## src/rtl/stream_accum_pkg.sv

```systemverilog
// Shared types and helpers for the stream_accum reduction block.
package stream_accum_pkg;

  // Control states: ACC collects input words, RESP presents the sum.
  typedef enum logic {
    ACC  = 1'b0,
    RESP = 1'b1
  } state_t;

  // Observation bundle for checkers: current control state and the
  // "next input completes the group" flag from the datapath.
  typedef struct packed {
    state_t state;
    logic   last;
  } stream_accum_dbg_t;

  // Counter width for a group of n words; one extra bit so that n itself
  // is representable and n == 1 still yields a 1-bit counter.
  function automatic int cnt_width(input int n);
    return $clog2(n) + 1;
  endfunction

endpackage

```

## src/rtl/stream_accum_dpath.sv

```systemverilog
// Datapath for stream_accum: accumulator, adder, word counter and the
// last-word compare that tells the control FSM when a group completes.
module stream_accum_dpath
  import stream_accum_pkg::*;
#(
  parameter int p_width = 32,
  parameter int p_nmsgs = 4
) (
  input  logic               clk,
  input  logic               reset,
  input  logic               acc_en,
  input  logic               clr,
  input  logic [p_width-1:0] req_msg,
  output logic [p_width-1:0] acc,
  output logic               last
);

  localparam int CW = cnt_width(p_nmsgs);
  localparam logic [CW-1:0] LAST_CNT = CW'(p_nmsgs - 1);

  logic [CW-1:0] cnt;

  // Accumulate accepted words; clear on the sum handoff. Adds wrap modulo 2^p_width.
  always_ff @(posedge clk or posedge reset) begin
    if (reset) begin
      acc <= '0;
      cnt <= '0;
    end else if (clr) begin
      acc <= '0;
      cnt <= '0;
    end else if (acc_en) begin
      acc <= acc + req_msg;
      cnt <= cnt + CW'(1);
    end
  end

  // The word being accepted at this count closes the group.
  always_comb begin
    last = (cnt == LAST_CNT);
  end

endmodule

```

## src/rtl/stream_accum.sv

```systemverilog
// stream_accum: collects p_nmsgs val/rdy input words and emits their sum
// as one val/rdy output word.
//
// Handshake: a transfer happens on a rising clk edge where valid and ready
// are both 1. req_rdy and resp_val depend only on the FSM state, never
// combinationally on req_val or resp_rdy; resp_msg is held stable while
// resp_val=1 until the consumer takes it.
module stream_accum
  import stream_accum_pkg::*;
#(
  parameter int p_width = 32,
  parameter int p_nmsgs = 4
) (
  input  logic               clk,
  input  logic               reset,
  input  logic               req_val,
  output logic               req_rdy,
  input  logic [p_width-1:0] req_msg,
  output logic               resp_val,
  input  logic               resp_rdy,
  output logic [p_width-1:0] resp_msg,
  output stream_accum_dbg_t  dbg
);

  state_t state;
  state_t state_nx;
  logic   req_fire;
  logic   resp_fire;
  logic   last;

  stream_accum_dpath #(
    .p_width (p_width),
    .p_nmsgs (p_nmsgs)
  ) u_dpath (
    .clk     (clk),
    .reset   (reset),
    .acc_en  (req_fire),
    .clr     (resp_fire),
    .req_msg (req_msg),
    .acc     (resp_msg),
    .last    (last)
  );

  // State register; reset drops any partial group immediately.
  always_ff @(posedge clk or posedge reset) begin
    if (reset) begin
      state <= ACC;
    end else begin
      state <= state_nx;
    end
  end

  // Next-state and handshake outputs, all decoded from the current state.
  always_comb begin
    state_nx  = state;
    req_rdy   = 1'b0;
    resp_val  = 1'b0;
    req_fire  = 1'b0;
    resp_fire = 1'b0;
    case (state)
      ACC: begin
        req_rdy  = 1'b1;
        req_fire = req_val;
        if (req_val && last) state_nx = RESP;
      end
      RESP: begin
        resp_val  = 1'b1;
        resp_fire = resp_rdy;
        if (resp_rdy) state_nx = ACC;
      end
      default: state_nx = ACC;
    endcase
  end

  // Debug view of the control state.
  always_comb begin
    dbg.state = state;
    dbg.last  = last;
  end

endmodule

```

## config.mk

```make
export PLATFORM = sky130hd
export DESIGN_NAME = stream_accum
export DESIGN_NICKNAME = d
export VERILOG_FILES = /design/src/rtl/stream_accum_pkg.sv /design/src/rtl/stream_accum_dpath.sv /design/src/rtl/stream_accum.sv
export SDC_FILE = /design/constraint.sdc
export NUM_CORES = 1
export LEC_CHECK = 0
export CAP_MARGIN = 25
export CORE_MARGIN = 5
export CORE_UTILIZATION = 50
export DETAILED_ROUTE_END_ITERATION = 16
export HOLD_SLACK_MARGIN = 0.12
export PLACE_DENSITY = 0.81
export SLEW_MARGIN = 20
export SYNTH_ARGS = -nofsm -noshare
export SYNTH_HDL_FRONTEND = slang
export SYNTH_SLANG_ARGS = --single-unit
export TNS_END_PERCENT = 20
```

## constraint.sdc

```tcl
create_clock -name clk -period 3.6 [get_ports clk]
set_clock_uncertainty 0.2 [all_clocks]
set_input_delay 0.72 -clock clk [delete_from_list [all_inputs] [get_ports clk]]
set_output_delay 0.72 -clock clk [all_outputs]
set_load 0.01 [all_outputs]
```

==> results of run 1 <==
## cell families after synthesis
family / after synthesis / synth area share
buffers and inverters: 27 / 0.0443
xor gates and xnor gates: 26 / 0.0769
DFF: 36 / 0.304
and+or+nand+nor: 88 / 0.141
AOI/OAI and AO/OA: 128 / 0.285
muxes: 1 / 0.00338
adders and majority gates: 34 / 0.146
## critical path: cells and delay by family
family,cells,cell delay [ns]
multiplexers,1,0.23
AND/OR/NAND/NOR,2,0.27
buffers and inverters,2,0.53
adder cells (fa/ha/maj),2,0.55
AO/OA/AOI/OAI,6,1.05
## cell type report
class / count / area (µm²)
Multi-Input combinational cell: 277 / 1940
Inverter: 15 / 56.3
Fill cell: 469 / 1910
Clock inverter: 2 / 35.0
Tap cell: 75 / 93.8
Clock buffer: 6 / 72.6
Sequential cell: 36 / 901
Timing Repair Buffer: 89 / 846
## routing by layer
metal | vias up | track usage | share of wire
li1 | 1401 | - | -
met4 | 0 | 0.0538 | 0.014
met2 | 80 | 0.317 | 0.45
met3 | 12 | 0.0360 | 0.066
met5 | - | 0 | 0
met1 | 1284 | 0.272 | 0.47
## synth_stat cells (2+ instances only)
| master | count | area (µm²) |
|---|---|---|
| sky130_fd_sc_hd__nand2_1 | 44 | 165 |
| sky130_fd_sc_hd__dfrtp_1 | 36 | 901 |
| sky130_fd_sc_hd__ha_1 | 33 | 413 |
| sky130_fd_sc_hd__o21ai_0 | 33 | 165 |
| sky130_fd_sc_hd__a21oi_1 | 28 | 140 |
| sky130_fd_sc_hd__a21o_1 | 16 | 120 |
| sky130_fd_sc_hd__inv_1 | 15 | 56.3 |
| sky130_fd_sc_hd__nor2_1 | 14 | 52.6 |
| sky130_fd_sc_hd__xnor2_1 | 13 | 114 |
| sky130_fd_sc_hd__xor2_1 | 13 | 114 |
| sky130_fd_sc_hd__o21ai_1 | 8 | 40.0 |
| sky130_fd_sc_hd__o21bai_1 | 8 | 60.1 |
| sky130_fd_sc_hd__clkbuf_1 | 7 | 26.3 |
| sky130_fd_sc_hd__a31oi_1 | 6 | 37.5 |
| sky130_fd_sc_hd__a22o_1 | 5 | 43.8 |
| sky130_fd_sc_hd__and3_1 | 5 | 31.3 |
| sky130_fd_sc_hd__nand2b_1 | 5 | 31.3 |
| sky130_fd_sc_hd__nor3_1 | 5 | 25.0 |
| sky130_fd_sc_hd__nand3_1 | 4 | 20.0 |
| sky130_fd_sc_hd__buf_6 | 3 | 33.8 |
| sky130_fd_sc_hd__nor2b_1 | 3 | 18.8 |
| sky130_fd_sc_hd__o21a_1 | 3 | 22.5 |
| sky130_fd_sc_hd__a211oi_1 | 2 | 15.0 |
| sky130_fd_sc_hd__buf_4 | 2 | 15.0 |
| sky130_fd_sc_hd__nand4_1 | 2 | 12.5 |
| sky130_fd_sc_hd__o211a_1 | 2 | 20.0 |
## how the worst max path moves through the flow
| stage | endpoint | from | depth (start not counted) |
|---|---|---|---|
| 6_report | u_dpath.acc[28] | req_msg[0] | 13 |
| 5_1_grt | u_dpath.acc[28] | req_msg[0] | 13 |
| 4_1_cts | u_dpath.acc[28] | req_msg[0] | 13 |
| 3_5_place_dp | u_dpath.acc[28] | req_msg[0] | 13 |
| 3_3_place_gp | u_dpath.acc[28] | req_msg[0] | 13 |
| 2_1_floorplan | u_dpath.acc[28] | req_msg[0] | 12 |
## registers in the layout, summed over array words and instances (netlist names)
| signal | flops |
|---|---|
| u_dpath.acc | 32 |
| state | 1 |
| u_dpath.cnt | 3 |
## report_power, final
part | leakage (µW) | switching (µW) | internal, µW
Combinational | 0.00132 | 1240 | 1240
Clock | 0.0000552 | 160 | 206
Sequential | 0.000443 | 166 | 609
Total | 0.00182 | 1570 | 2050
## stage by stage
| step | hold WS [ns] | setup WS (ns) | area [µm²] | cells | util |
|---|---|---|---|---|---|
| 6_report | 0.282 | 0.194 | 3940 | 500 | 0.674 |
| 5_1_grt | 0.319 | -0.0332 | 3940 | 500 | 0.674 |
| 4_1_cts | 0.290 | 0.214 | 3940 | 500 | 0.673 |
| 3_5_place_dp | 0.273 | -0.0783 | 3830 | 492 | 0.654 |
| 3_3_place_gp | 0.261 | 0.0374 | 3830 | 492 | 0.654 |
| 2_1_floorplan | 0.250 | 0.575 | 2960 | 340 | - |
==> impl_metrics.yaml, run 1 <==
outcome:
  run_status: "finished, final reports clean"
timing:
  timing.final.hold_violations: 0
  achievable_clock_frequency_mhz: 294
  worst-slew-pin-transition_ns: 0.658
  timing.final.crit_share: 0.946
  setup_tns_ns: 0
  max-slew-margin-rel: 0.561
  setup_violations: 0
  timing_max_transition_violations_final: 0
  min_period_ns: 3.41
final_layout:
  numnets_final: 494
  share_of_final_layout_standard_cells_stronger_than_drive_strength_1: 0.0824
  synthToLayoutAreaGrowth_pct: 33.1
  antenna_cells: 0
  mostFrequentLayoutCells: "71 x sky130_fd_sc_hd__clkdlybuf4s50_1, 44 x sky130_fd_sc_hd__nand2_1, 36 x sky130_fd_sc_hd__dfrtp_1, 33 x sky130_fd_sc_hd__o21ai_0, 33 x sky130_fd_sc_hd__ha_1"
  layout.cells.most_common: "sky130_fd_sc_hd__clkdlybuf4s50_1"
die:
  initial_standard_cell_utilization_of_the_core: 0.506
  floorplan.io_pins: 72
  placeableCoreArea_mm2: 0.00585
  die-area_mm2: 0.00757
  core.rowCount: 28
  dieHeight_um: 87.0
  die-width_um: 87.0
place:
  place.detailed.hpwl_mm: 5.79
  io_buffer_count: 71
  gp_congestion: 0.900
yosys:
  syn-cell-area_mm2: 0.00296
  edff_count_synth: 0
  synth.yosys.warnings: 0
  number_of_instances_in_the_synthesized_netlist: 340
  postSynthAreaPerCell_um2: 8.71
  yosys_most_used_dff: "sky130_fd_sc_hd__dfrtp_1"
  synth_cell_types: 51
  ys_ff_latch: 36
  synthesis.nets: 410
  ys_seq_area_frac: 0.304
  postSynth.asyncResetShare: 1.00
routing:
  viasPerCell: 5.55
  drt_iter0_drc: 143
  finalWirelength_mm: 7.55
  detailedRoute.firstPassIterationCount: 4
  remaining_drc_errors: 0
  num_vias: 2777
  ant_nets: 0
  post_drt_wl_per_cell_um: 15.1
clock_network:
  clock_insertion_delay_worst_skew_ns: 0.30
  post_cts_resize_count: 0
  clkSlewWorstSetupHoldPaths_ns: 0.08
  post-cts-setup-buffer-count: 0
  clock_path_buffers: 2
  tritoncts.num_buffers: 5
  ctsHoldBuffers: 0
  htree_num_levels: 2
  cts_tree: "built"
  cts_num_sinks: 36
  clk_root_buffer_cell: "sky130_fd_sc_hd__clkbuf_8"
critical_path:
  critPathMaxStageDelay_ns: 0.47
  critical_path.startpoint_type: "input pin"
  timing.critical_path.cells: "clkdlybuf4s50_1 > ha_1 > inv_1 > fa_1 > nand2b_1 > a21oi_1 > o31a_1 > o21ai_0 > nand3_1 > a21oi_1 > o311ai_2 > mux2i_1 > o311ai_0"
  critical_path.endpoint_type: "register"
  critical_path.max_fanout: 2
  r2r.worst_path.cells: 12
  library_cell_contributing_the_largest_single_delay_on_the_critical_path: "sky130_fd_sc_hd__clkdlybuf4s50_1"
  timing.reg2reg.setup_slack_ns: 0.68
  crit-reg2reg-launch: "u_dpath.acc[0]"
  critical_path.reg2reg.endpoint: "u_dpath.acc[28]"
  critPathArrivalTime_ns: 3.35
  crit_required_ns: 3.54
  worst_path_most_repeated_cell: "sky130_fd_sc_hd__a21oi_1"
  classification_of_the_worst_setup_path: "in -> reg"
power_and_ir_drop:
  post_layout_total_power_uw: 3620
  leakagePower_uw: 0.00182
  powerDensity_mw_per_mm2: 918
  maximum_ir_drop_on_the_vdd_rail_v: 0.000487
min_path:
  whs_path_depth: 2
  timing.hold.worst.class: "reg -> reg"
  worstHoldStart: "u_dpath.cnt[2]"
  worstHoldEndpoint: "u_dpath.cnt[2]"
global_route:
  grt.total_usage: 0.197
  overflow: 0
  grt_max_degree: 37
  grt_first_pass_wirelength_mm: 12.1
  antenna_found_initial: 0
  grt_pass1_vias: 2613
run:
  cap_viol_max_count: 0
Note: power is estimated with default switching activity, not from simulation.
==> inputs of run 2 (changes only) <==
--- a/config.mk
+++ b/config.mk
@@ -7,10 +7,12 @@
 export LEC_CHECK = 0
 export CAP_MARGIN = 25
 export CORE_MARGIN = 5
-export CORE_UTILIZATION = 50
+export CORE_UTILIZATION = 54
 export DETAILED_ROUTE_END_ITERATION = 16
 export HOLD_SLACK_MARGIN = 0.12
-export PLACE_DENSITY = 0.81
+export PLACE_DENSITY = 0.86
+export SETUP_SLACK_MARGIN = 0.4
+export SKIP_CTS_REPAIR_TIMING = 1
 export SLEW_MARGIN = 20
 export SYNTH_ARGS = -nofsm -noshare
 export SYNTH_HDL_FRONTEND = slang
==> constraint.sdc (replaced) <==
create_clock -name clk -period 4.03 [get_ports clk]
set_clock_uncertainty 0.2 [all_clocks]
set_input_delay 0.806 -clock clk [delete_from_list [all_inputs] [get_ports clk]]
set_output_delay 0.806 -clock clk [all_outputs]
set_load 0.01 [all_outputs]
==> run 2 against run 1 <==
Combinational power decreased by 13%. Die area down 6.6%. Hold slack better by 0.0095 ns. Register-to-register slack better by 0.45 ns. Routed wire length up 3.0%. Global-route usage rose by 2.5 points. Critical path type unchanged. Critical endpoint is now u_dpath.acc[18]. Highest routed layer unchanged.
==> impl_metrics.yaml, run 2 (synthesis gave the netlist of run 1 again) <==
critical_path:
  critical_path.endpoint_type: "register"
  library_cell_contributing_the_largest_single_delay_on_the_critical_path: "sky130_fd_sc_hd__clkdlybuf4s50_1"
  worstPathBufferInverterCount: 2
  critPathArrivalTime_ns: 3.42
  critPathMaxStageDelay_ns: 0.46
  worstSetupStartpoint: "req_msg[0]"
  crit_required_ns: 4.02
  timing.critical_path.cells: "clkdlybuf4s50_1 > ha_1 > inv_1 > fa_1 > nand2b_4 > a21oi_2 > o31a_1 > or2_1 > a31oi_1 > o21ba_2 > o21ai_1 > xor2_1 > a22o_1"
  classification_of_the_worst_setup_path: "in -> reg"
  crit-reg2reg-launch: "u_dpath.acc[18]"
  critical_path.startpoint_type: "input pin"
  r2r.worst_path.cells: 10
  critical_path.max_fanout: 3
  crit_family: "compound AO/OA/AOI/OAI gates"
  crit_cells: 13
global_route:
  grt_max_degree: 37
  antenna_found_initial: 0
  grt.total_usage: 0.222
  grt_pass1_vias: 2773
  grt_first_pass_wirelength_mm: 13.0
  overflow: 0
clock_network:
  cts_tree: "built"
  cts_num_sinks: 36
  clk_root_buffer_cell: "sky130_fd_sc_hd__clkbuf_8"
  clock_path_buffers: 2
  tritoncts.num_buffers: 5
  clock_insertion_delay_worst_skew_ns: 0.29
  clkSlewWorstSetupHoldPaths_ns: 0.07
  htree_num_levels: 2
place:
  postPlaceCellArea_mm2: 0.00373
  preCtsSetupSlack_ns: 0.179
  io_buffer_count: 71
  gp_congestion: 0.859
  place.detailed.hpwl_mm: 5.79
routing:
  ant_nets: 0
  num_vias: 2788
  drt_iter0_drc: 189
  finalWirelength_mm: 7.77
  remaining_drc_errors: 0
  post_drt_wl_per_cell_um: 16.1
  viasPerCell: 5.76
  detailedRoute.firstPassIterationCount: 4
die:
  placeableCoreArea_mm2: 0.00541
  initial_standard_cell_utilization_of_the_core: 0.548
  die-width_um: 84.1
  floorplan.io_pins: 72
  dieHeight_um: 84.1
  core.rowCount: 27
  die-area_mm2: 0.00707
min_path:
  timing.hold.worst.class: "reg -> reg"
  worstHoldStart: "u_dpath.cnt[2]"
  whs_path_depth: 2
timing:
  timing.final.hold_violations: 0
  setup_violations: 0
  rsz0062_at_grt: "no"
  max-slew-margin-rel: 0.552
  worst-slew-pin-transition_ns: 0.672
  timing_max_transition_violations_final: 0
  achievable_clock_frequency_mhz: 291
  final_critical_path_setup_slack_ns: 0.592
  min_period_ns: 3.44
  timing.final.crit_share: 0.853
  setup_tns_ns: 0
power_and_ir_drop:
  post_layout_total_power_uw: 3130
  powerDensity_mw_per_mm2: 816
  leakagePower_uw: 0.00175
  maximum_ir_drop_on_the_vdd_rail_v: 0.000519
run:
  cap_viol_max_count: 0
final_layout:
  synthToLayoutAreaGrowth_pct: 29.4
  largestRegisters: "u_dpath.acc (32), u_dpath.cnt (3), state (1)"
  antenna_cells: 0
  mostFrequentLayoutCells: "71 x sky130_fd_sc_hd__clkdlybuf4s50_1, 44 x sky130_fd_sc_hd__nand2_1, 36 x sky130_fd_sc_hd__dfrtp_1, 33 x sky130_fd_sc_hd__o21ai_0, 33 x sky130_fd_sc_hd__ha_1"
  top_register: "u_dpath.acc"
  numnets_final: 481
  final_design_area_no_fill_mm2: 0.00383
  flip_flop_count_of_the_largest_register_all_copies_and_words_added: 32
  share_of_final_layout_standard_cells_stronger_than_drive_strength_1: 0.0558
  layout.cells.most_common: "sky130_fd_sc_hd__clkdlybuf4s50_1"
outcome:
  run_status: "finished, final reports clean"
==> run 2: where the power goes <==
| part | switching [µW] | leakage (µW) | internal, µW |
|---|---|---|---|
| combinational | 1120 | 0.00126 | 1040 |
| clock | 133 | 0.0000455 | 140 |
| sequential | 150 | 0.000443 | 545 |
==> run 2: final timing paths <==
path | slack (ns) | to
worst min-delay path | 0.29 | u_dpath.cnt[2]
worst max register to register | 1.13 | u_dpath.acc[31]
worst min register to register | 0.29 | u_dpath.cnt[2]
max in group asynchronous | 2.57 | u_dpath.cnt[2]
min in group asynchronous | 0.72 | u_dpath.acc[26]
worst max-delay path | 0.59 | u_dpath.acc[18]
==> run 2: final cells by class <==
| class | count | area [µm²] |
|---|---|---|
| multi-input cells | 277 | 1950 |
| repair buffers | 76 | 748 |
| clock buffers | 8 | 90.1 |
| well taps | 72 | 90.1 |
| inverters | 15 | 56.3 |
| fillers | 444 | 1570 |
| flip-flops and latches | 36 | 901 |
==> run 2: worst register-to-register path, stage by stage (launching register included) <==
cell and delay (ns):
sky130_fd_sc_hd__dfrtp_1 0.41, sky130_fd_sc_hd__ha_1 0.47, sky130_fd_sc_hd__nand3_4 0.11, sky130_fd_sc_hd__or3_4 0.41
sky130_fd_sc_hd__o221a_1 0.30, sky130_fd_sc_hd__o22ai_2 0.13, sky130_fd_sc_hd__a211oi_2 0.07, sky130_fd_sc_hd__o41ai_4 0.32
sky130_fd_sc_hd__xnor2_1 0.12, sky130_fd_sc_hd__a21oi_1 0.15, sky130_fd_sc_hd__o22ai_1 0.09
==> run 2: metal layers <==
layer  wire, µm  vias to the layer above  GRT usage
li1           -                     1372          -
met1       3540                     1315      0.297
met2       3700                       89      0.367
met3        424                       12     0.0444
met4        109                        0     0.0541
met5          0                        -          0
==> run 2: through the flow <==
| stage | instances | utilization | hold WS, ns |
|---|---|---|---|
| after detailed placement | 476 | 0.689 | 0.281 |
| final | 484 | 0.709 | 0.292 |
| after global routing | 484 | 0.709 | 0.309 |
| after CTS | 484 | 0.706 | 0.298 |
| after global placement | 476 | 0.689 | 0.268 |
| after floorplan | 340 | - | 0.250 |
